==> src/rtl/tlul_master_port.sv <==
// Single-outstanding TL-UL initiator: one local command becomes one A beat (Get/PutFullData/PutPartialData),
// and the matching D beat becomes one local response. Optional D-wait timeout: define TLUL_MASTER_TIMEOUT_EN.
module tlul_master_port #(
  parameter int SIZEBITS    = 4,
  parameter int SOURCEBITS  = 3,
  parameter int ADDRESSBITS = 12,
  parameter int MASKBITS    = 4,
  parameter int DATABITS    = 32,
  parameter int SINKBITS    = 1,
  parameter int SOURCEID    = 0,
  parameter int TIMEOUT     = 1024
) (
  input  logic                          clock,
  input  logic                          reset,
  input  logic                          io_cmd_valid,
  output logic                          io_cmd_ready,
  input  logic                          io_cmd_bits_write,
  input  logic [ADDRESSBITS-1:0]        io_cmd_bits_address,
  input  logic [DATABITS-1:0]           io_cmd_bits_data,
  input  logic [MASKBITS-1:0]           io_cmd_bits_mask,
  output logic                          io_rsp_valid,
  input  logic                          io_rsp_ready,
  output logic [DATABITS-1:0]           io_rsp_bits_data,
  output logic                          io_rsp_bits_error,
  output logic                          io_rsp_bits_write,
  input  logic                          io_master_a_ready,
  output logic                          io_master_a_valid,
  output logic [2:0]                    io_master_a_bits_opcode,
  output logic [2:0]                    io_master_a_bits_param,
  output logic [SIZEBITS-1:0]           io_master_a_bits_size,
  output logic [SOURCEBITS-1:0]         io_master_a_bits_source,
  output logic [ADDRESSBITS-1:0]        io_master_a_bits_address,
  output logic [MASKBITS-1:0]           io_master_a_bits_mask,
  output logic [DATABITS-1:0]           io_master_a_bits_data,
  output logic                          io_master_d_ready,
  input  logic                          io_master_d_valid,
  input  logic [2:0]                    io_master_d_bits_opcode,
  input  logic [1:0]                    io_master_d_bits_param,
  input  logic [SIZEBITS-1:0]           io_master_d_bits_size,
  input  logic [SOURCEBITS-1:0]         io_master_d_bits_source,
  input  logic [SINKBITS-1:0]           io_master_d_bits_sink,
  input  logic [$clog2(MASKBITS)-1:0]   io_master_d_bits_addr_lo,
  input  logic [DATABITS-1:0]           io_master_d_bits_data,
  input  logic                          io_master_d_bits_error
);

  localparam int         LGMASK      = $clog2(MASKBITS);
  localparam logic [2:0] OP_GET      = 3'd4;
  localparam logic [2:0] OP_PUT_FULL = 3'd0;
  localparam logic [2:0] OP_PUT_PART = 3'd1;
  localparam logic [2:0] OP_ACK      = 3'd0;
  localparam logic [2:0] OP_ACK_DATA = 3'd1;

  typedef enum logic [1:0] {
    IDLE   = 2'd0,
    REQ    = 2'd1,
    WAIT_D = 2'd2,
    RSP    = 2'd3
  } state_t;

  state_t                   state_r, state_s;
  logic                     cmd_ready_r, cmd_ready_s;
  logic                     a_valid_r, a_valid_s;
  logic                     d_ready_r, d_ready_s;
  logic                     rsp_valid_r, rsp_valid_s;
  logic                     write_r, write_s;
  logic [2:0]               opcode_r, opcode_s;
  logic [ADDRESSBITS-1:0]   addr_r, addr_s;
  logic [MASKBITS-1:0]      mask_r, mask_s;
  logic [DATABITS-1:0]      data_r, data_s;
  logic [DATABITS-1:0]      rsp_data_r, rsp_data_s;
  logic                     rsp_error_r, rsp_error_s;
  logic                     cmd_fire_s, a_fire_s, d_fire_s, rsp_fire_s;
  logic                     unused_s;

`ifdef TLUL_MASTER_TIMEOUT_EN
  localparam int CNTW = $clog2(TIMEOUT) + 1;
  logic [CNTW-1:0]          cnt_r, cnt_s;
  logic                     stale_r, stale_s;
`endif

  function automatic logic misaligned(input logic [ADDRESSBITS-1:0] addr);
    misaligned = (addr & ADDRESSBITS'(MASKBITS - 1)) != {ADDRESSBITS{1'b0}};
  endfunction

  // A read must be answered with AccessAckData, a write with AccessAck, from our own source.
  function automatic logic bad_resp(input logic wr, input logic [2:0] op,
                                    input logic [SOURCEBITS-1:0] src, input logic err);
    logic [2:0] exp_op;
    exp_op   = wr ? OP_ACK : OP_ACK_DATA;
    bad_resp = err || (src != SOURCEBITS'(SOURCEID)) || (op != exp_op);
  endfunction

  assign cmd_fire_s = io_cmd_valid && cmd_ready_r;
  assign a_fire_s   = a_valid_r && io_master_a_ready;
  assign d_fire_s   = io_master_d_valid && d_ready_r;
  assign rsp_fire_s = rsp_valid_r && io_rsp_ready;

  // Next-state, holding-register and handshake computation.
  always_comb begin
    state_s     = state_r;
    write_s     = write_r;
    opcode_s    = opcode_r;
    addr_s      = addr_r;
    mask_s      = mask_r;
    data_s      = data_r;
    rsp_data_s  = rsp_data_r;
    rsp_error_s = rsp_error_r;
`ifdef TLUL_MASTER_TIMEOUT_EN
    cnt_s       = cnt_r;
    stale_s     = (stale_r && d_fire_s && (state_r != WAIT_D)) ? 1'b0 : stale_r;
`endif
    case (state_r)
      IDLE: begin
        if (cmd_fire_s) begin
          write_s = io_cmd_bits_write;
          addr_s  = io_cmd_bits_address;
          if (io_cmd_bits_write) begin
            opcode_s = (io_cmd_bits_mask == {MASKBITS{1'b1}}) ? OP_PUT_FULL : OP_PUT_PART;
            mask_s   = io_cmd_bits_mask;
            data_s   = io_cmd_bits_data;
          end else begin
            opcode_s = OP_GET;
            mask_s   = {MASKBITS{1'b1}};
            data_s   = {DATABITS{1'b0}};
          end
          if (misaligned(io_cmd_bits_address)) begin
            state_s     = RSP;
            rsp_error_s = 1'b1;
            rsp_data_s  = {DATABITS{1'b0}};
          end else begin
            state_s = REQ;
          end
        end else begin
          state_s = IDLE;
        end
      end
      REQ: begin
        if (a_fire_s) begin
          state_s = WAIT_D;
`ifdef TLUL_MASTER_TIMEOUT_EN
          cnt_s   = {CNTW{1'b0}};
`endif
        end else begin
          state_s = REQ;
        end
      end
      WAIT_D: begin
        if (d_fire_s) begin
          state_s     = RSP;
          rsp_error_s = bad_resp(write_r, io_master_d_bits_opcode,
                                 io_master_d_bits_source, io_master_d_bits_error);
          rsp_data_s  = (!write_r && !rsp_error_s) ? io_master_d_bits_data : {DATABITS{1'b0}};
        end
`ifdef TLUL_MASTER_TIMEOUT_EN
        else if (cnt_r == CNTW'(TIMEOUT - 1)) begin
          state_s     = RSP;
          rsp_error_s = 1'b1;
          rsp_data_s  = {DATABITS{1'b0}};
          stale_s     = 1'b1;
        end else begin
          cnt_s = cnt_r + {{(CNTW-1){1'b0}}, 1'b1};
        end
`else
        else begin
          state_s = WAIT_D;
        end
`endif
      end
      RSP: begin
        if (rsp_fire_s) begin
          state_s = IDLE;
        end else begin
          state_s = RSP;
        end
      end
      default: begin
        state_s = IDLE;
      end
    endcase
    // Handshakes are registered from the next state so they are glitch-free flop outputs.
    a_valid_s   = (state_s == REQ);
    rsp_valid_s = (state_s == RSP);
`ifdef TLUL_MASTER_TIMEOUT_EN
    cmd_ready_s = (state_s == IDLE) && !stale_s;
    d_ready_s   = (state_s == WAIT_D) || stale_s;
`else
    cmd_ready_s = (state_s == IDLE);
    d_ready_s   = (state_s == WAIT_D);
`endif
  end

  // State, handshake and holding registers.
  always_ff @(posedge clock or negedge reset) begin
    if (!reset) begin
      state_r     <= IDLE;
      cmd_ready_r <= 1'b0;
      a_valid_r   <= 1'b0;
      d_ready_r   <= 1'b0;
      rsp_valid_r <= 1'b0;
      write_r     <= 1'b0;
      opcode_r    <= 3'd0;
      addr_r      <= {ADDRESSBITS{1'b0}};
      mask_r      <= {MASKBITS{1'b0}};
      data_r      <= {DATABITS{1'b0}};
      rsp_data_r  <= {DATABITS{1'b0}};
      rsp_error_r <= 1'b0;
`ifdef TLUL_MASTER_TIMEOUT_EN
      cnt_r       <= {CNTW{1'b0}};
      stale_r     <= 1'b0;
`endif
    end else begin
      state_r     <= state_s;
      cmd_ready_r <= cmd_ready_s;
      a_valid_r   <= a_valid_s;
      d_ready_r   <= d_ready_s;
      rsp_valid_r <= rsp_valid_s;
      write_r     <= write_s;
      opcode_r    <= opcode_s;
      addr_r      <= addr_s;
      mask_r      <= mask_s;
      data_r      <= data_s;
      rsp_data_r  <= rsp_data_s;
      rsp_error_r <= rsp_error_s;
`ifdef TLUL_MASTER_TIMEOUT_EN
      cnt_r       <= cnt_s;
      stale_r     <= stale_s;
`endif
    end
  end

  assign io_cmd_ready             = cmd_ready_r;
  assign io_master_a_valid        = a_valid_r;
  assign io_master_a_bits_opcode  = opcode_r;
  assign io_master_a_bits_param   = 3'b000;
  assign io_master_a_bits_size    = SIZEBITS'(LGMASK);
  assign io_master_a_bits_source  = SOURCEBITS'(SOURCEID);
  assign io_master_a_bits_address = addr_r;
  assign io_master_a_bits_mask    = mask_r;
  assign io_master_a_bits_data    = data_r;
  assign io_master_d_ready        = d_ready_r;
  assign io_rsp_valid             = rsp_valid_r;
  assign io_rsp_bits_data         = rsp_data_r;
  assign io_rsp_bits_error        = rsp_error_r;
  assign io_rsp_bits_write        = write_r;

`ifdef TLUL_MASTER_TIMEOUT_EN
  assign unused_s = ^{io_master_d_bits_param, io_master_d_bits_size,
                      io_master_d_bits_sink, io_master_d_bits_addr_lo};
`else
  assign unused_s = ^{io_master_d_bits_param, io_master_d_bits_size,
                      io_master_d_bits_sink, io_master_d_bits_addr_lo, (TIMEOUT > 0)};
`endif

endmodule

==> config.mk <==
export PLATFORM = sky130hd
export DESIGN_NAME = tlul_master_port
export DESIGN_NICKNAME = d
export VERILOG_FILES = /design/src/rtl/tlul_master_port.sv
export SDC_FILE = /design/constraint.sdc
export NUM_CORES = 1
export LEC_CHECK = 0
export ABC_AREA = 1
export BUFFER_PORTS_ARGS = -buffer_cell sky130_fd_sc_hd__clkbuf_2
export CAP_MARGIN = 10
export CELL_PAD_IN_SITES_DETAIL_PLACEMENT = 2
export CELL_PAD_IN_SITES_GLOBAL_PLACEMENT = 2
export CORE_MARGIN = 8
export CORE_UTILIZATION = 22
export DETAILED_ROUTE_END_ITERATION = 12
export GPL_ROUTABILITY_DRIVEN = 0
export GPL_TIMING_DRIVEN = 0
export PLACE_DENSITY = 0.86
export SLEW_MARGIN = 40
export SYNTH_ARGS = -nofsm -noshare
export SYNTH_HDL_FRONTEND = slang
export SYNTH_SLANG_ARGS = --single-unit
==> constraint.sdc <==
create_clock -name clock -period 1.3 [get_ports clock]
set_input_delay 0.26 -clock clock [delete_from_list [all_inputs] [get_ports clock]]
set_output_delay 0.26 -clock clock [all_outputs]
set_load 0.005 [all_outputs]
==> results.cfg <==
[drt]
routed_wirelength_um = 15300
ant_nets = 0
first_pass_iters = 4
vias_per_cell = 4.23
route.detailed.drc = 0
drt_iter0_drc = 114
wire_per_inst_um = 17.5
vias = 3703

[place]
place_ws_ps = -487
post_dp_cell_area_um2 = 5050
hpwl_um = 11200
numPortBuffers = 181

[floorplanning]
core_area_um2 = 17100
initial_core_util_pct = 22.2
dieArea_um2 = 21700
rows = 48
dieWidth_um = 147
die_y_um = 147
io_pins = 202

[cts]
cts_buffer_depth = 2
cts_tree = built
clkTransAtPathRegs_ps = 70
root_buffer = clkbuf_16
cts_buffers = 9
cts_sinks = 90
h-tree-depth = 3
insertion_delay_ps = 340

[global_route]
grt_usage_pct = 13.7
antenna_found_initial = 0
grt_pass1_vias = 4250
grt_pass1_wl_um = 23800
gr-total-overflow = 0
grt_max_degree = 48

[sta]
finalWorstSetupSlack_ps = -107
rsz0062_at_grt = true
slew_violations = 0
finalSetupViolations = 76
period_share_pct = 108
hold_violations = 0
fin_crit_ps = 1410
fin_worst_skew_ps = 7.82
fmax_ghz = 0.711

[setup_path]
end_kind = flop
startpoint_type = flop
worst_ep_arrival_time_ps = 1690
crit_type = flop to flop
cpMostUsedCell = nand2_4
critPathRequiredTime_ps = 1580
cp_cell_sequence = nor2_4, nand2_4, nand2_4, nand2_4, buf_8, buf_12, nor2_2, nand2_1, nand2_1
timing.rr.start = state_r[1]
path_delay_family = simple AND/OR/NAND/NOR gates
path_max_fanout = 10
cp.buffers_inverters = 2
slowest_stage = dfrtp_2
critPathMaxStageDelay_ps = 440
cp-startpoint = state_r[1]

[status]
status = finished, violations left
failed_checks = negative setup slack

[logic_synthesis]
synth_area_leaders = dfrtp_1 (60%), nand2_1 (18%), a22o_1 (7.4%), nor2_1 (5.0%), buf_4 (3.4%)
syn_area_per_cell_um2 = 8.99
ys_types = 22
syn_area_um2 = 3780
synth_top_area_share_pct = 59.5
synth_warnings = 0
yosysTopAreaCell = dfrtp_1
synth_seq_area_share_pct = 59.5
synth-seq-cells = 90
syn_inst = 421

[worst_hold_path]
worstHoldStart = io_cmd_bits_address[2]
hp-class = primary input to flop

[cells_and_area]
finalNetCount = 749
area_growth_pct = 58.0
antennaDiodeCount = 0
fin_area_um2 = 5980
final_common_cell = clkbuf_2
drive_gt1_share_pct = 45.5
mostFrequentLayoutCells = clkbuf_2 (180), nand2_1 (167), dfrtp_1 (88)

[run]
maxCapViolations = 0

[pwr]
leakage_nw = 3.30
p_per_area_nw_per_um2 = 1750
ir_drop_v = 0.000682
## final cells by class
type / count / area (µm²)
fillers: 1953 / 11100
flip-flops and latches: 90 / 2250
multi-input cells: 291 / 1450
repair buffers: 205 / 1260
plain buffers: 33 / 372
well taps: 225 / 282
clock buffers: 11 / 243
inverters: 15 / 68.8
clock inverters: 5 / 37.5
repair inverters: 1 / 8.76
## kinds of logic (layout without fill, tap and decap cells)
logic type      after synthesis  in the layout  share of synthesized area (%)
buf+inv                      49            270                           7.17
compound gates               39             39                           8.53
flops                        90             90                           59.5
simple gates                241            241                           24.6
other cells                   2             11                          0.198
## stage by stage
| step | std cells | total power (W) | utilization [%] | hold slack (ps) | TNS [ps] |
|---|---|---|---|---|---|
| floorplan | 430 | 0.00555 | - | -35.6 | 0 |
| global placement | 836 | 0.00703 | 29.4 | 457 | -134130 |
| detailed placement | 837 | 0.00723 | 29.6 | 227 | -24200 |
| CTS | 868 | 0.0103 | 33.4 | 97.7 | -4770 |
| global route | 876 | 0.0112 | 35.1 | 121 | -9520 |
| finish | 876 | 0.0105 | 35.1 | 121 | -3870 |
## path summary, 6_finish.rpt
check,endpoint,slack (ps),cells past startpoint
worst max-delay path,io_rsp_bits_data[25],-110,9
max in group asynchronous,io_master_a_bits_data[31],290,3
worst max register to register,io_rsp_bits_data[25],-110,9
worst min register to register,io_master_a_bits_address[4],480,2
worst min-delay path,io_master_a_bits_address[2],120,3
min in group asynchronous,io_rsp_bits_data[25],420,2
## report_power, final
group	total (W)	switching, W	internal [W]	leakage, nW
logic	0.00395	0.00203	0.00192	1.99
registers	0.00402	0.000489	0.00353	1.18
clock network	0.00251	0.00115	0.00136	0.132
total	0.0105	0.00367	0.00681	3.30
## layer usage
layer	share of wire, %	GRT usage [%]	vias to the layer above
met5	0	0	-
met4	1.4	4.44	0
met3	7.7	5.29	13
met2	49	22.7	124
met1	41	16.0	1818
li1	-	-	1748
## worst reg2reg max path, cell delays in order (launching register included)
cell and delay, ps:
dfrtp_2 440, nor2_4 150, nand2_4 120, nand2_4 80, nand2_4 60, buf_8 140
buf_12 140, nor2_2 90, nand2_1 60, nand2_1 60
## synthesized netlist by cell type
cell type / instances
nor2_4: 1
nand3_1: 6
inv_1: 13
o31ai_1: 1
a21oi_1: 3
nor2_1: 50
nand2_2: 1
o21ai_0: 1
clkbuf_1: 5
nand2_1: 181
dfrtp_1: 90
buf_1: 3
o21a_1: 1
nand4_1: 1
a22o_1: 32
conb_1: 2
buf_4: 17
buf_2: 7
o21bai_1: 1
buf_6: 2
inv_2: 2
nor3_2: 1
## repair_timing
item / CTS / global route
pin swaps: 14 / 30
cloned: 3 / 5
endpoints found under the hold margin: 43 / 0
endpoints found under the setup margin: 89 / 89
hold buffers: 1 / 0
gates resized for setup: 64 / 47
setup buffers: 11 / 5
## sequential cells by signal (all words and copies together) (netlist names)
name,count
io_rsp_bits_error,1
io_cmd_ready,1
io_master_a_bits_address,12
io_master_d_ready,1
io_master_a_valid,1
io_rsp_bits_data,32
io_rsp_bits_write,1
io_master_a_bits_data,32
io_rsp_valid,1
io_master_a_bits_opcode,2
state_r,2
io_master_a_bits_mask,4
Power figures use the tool's default switching activity.
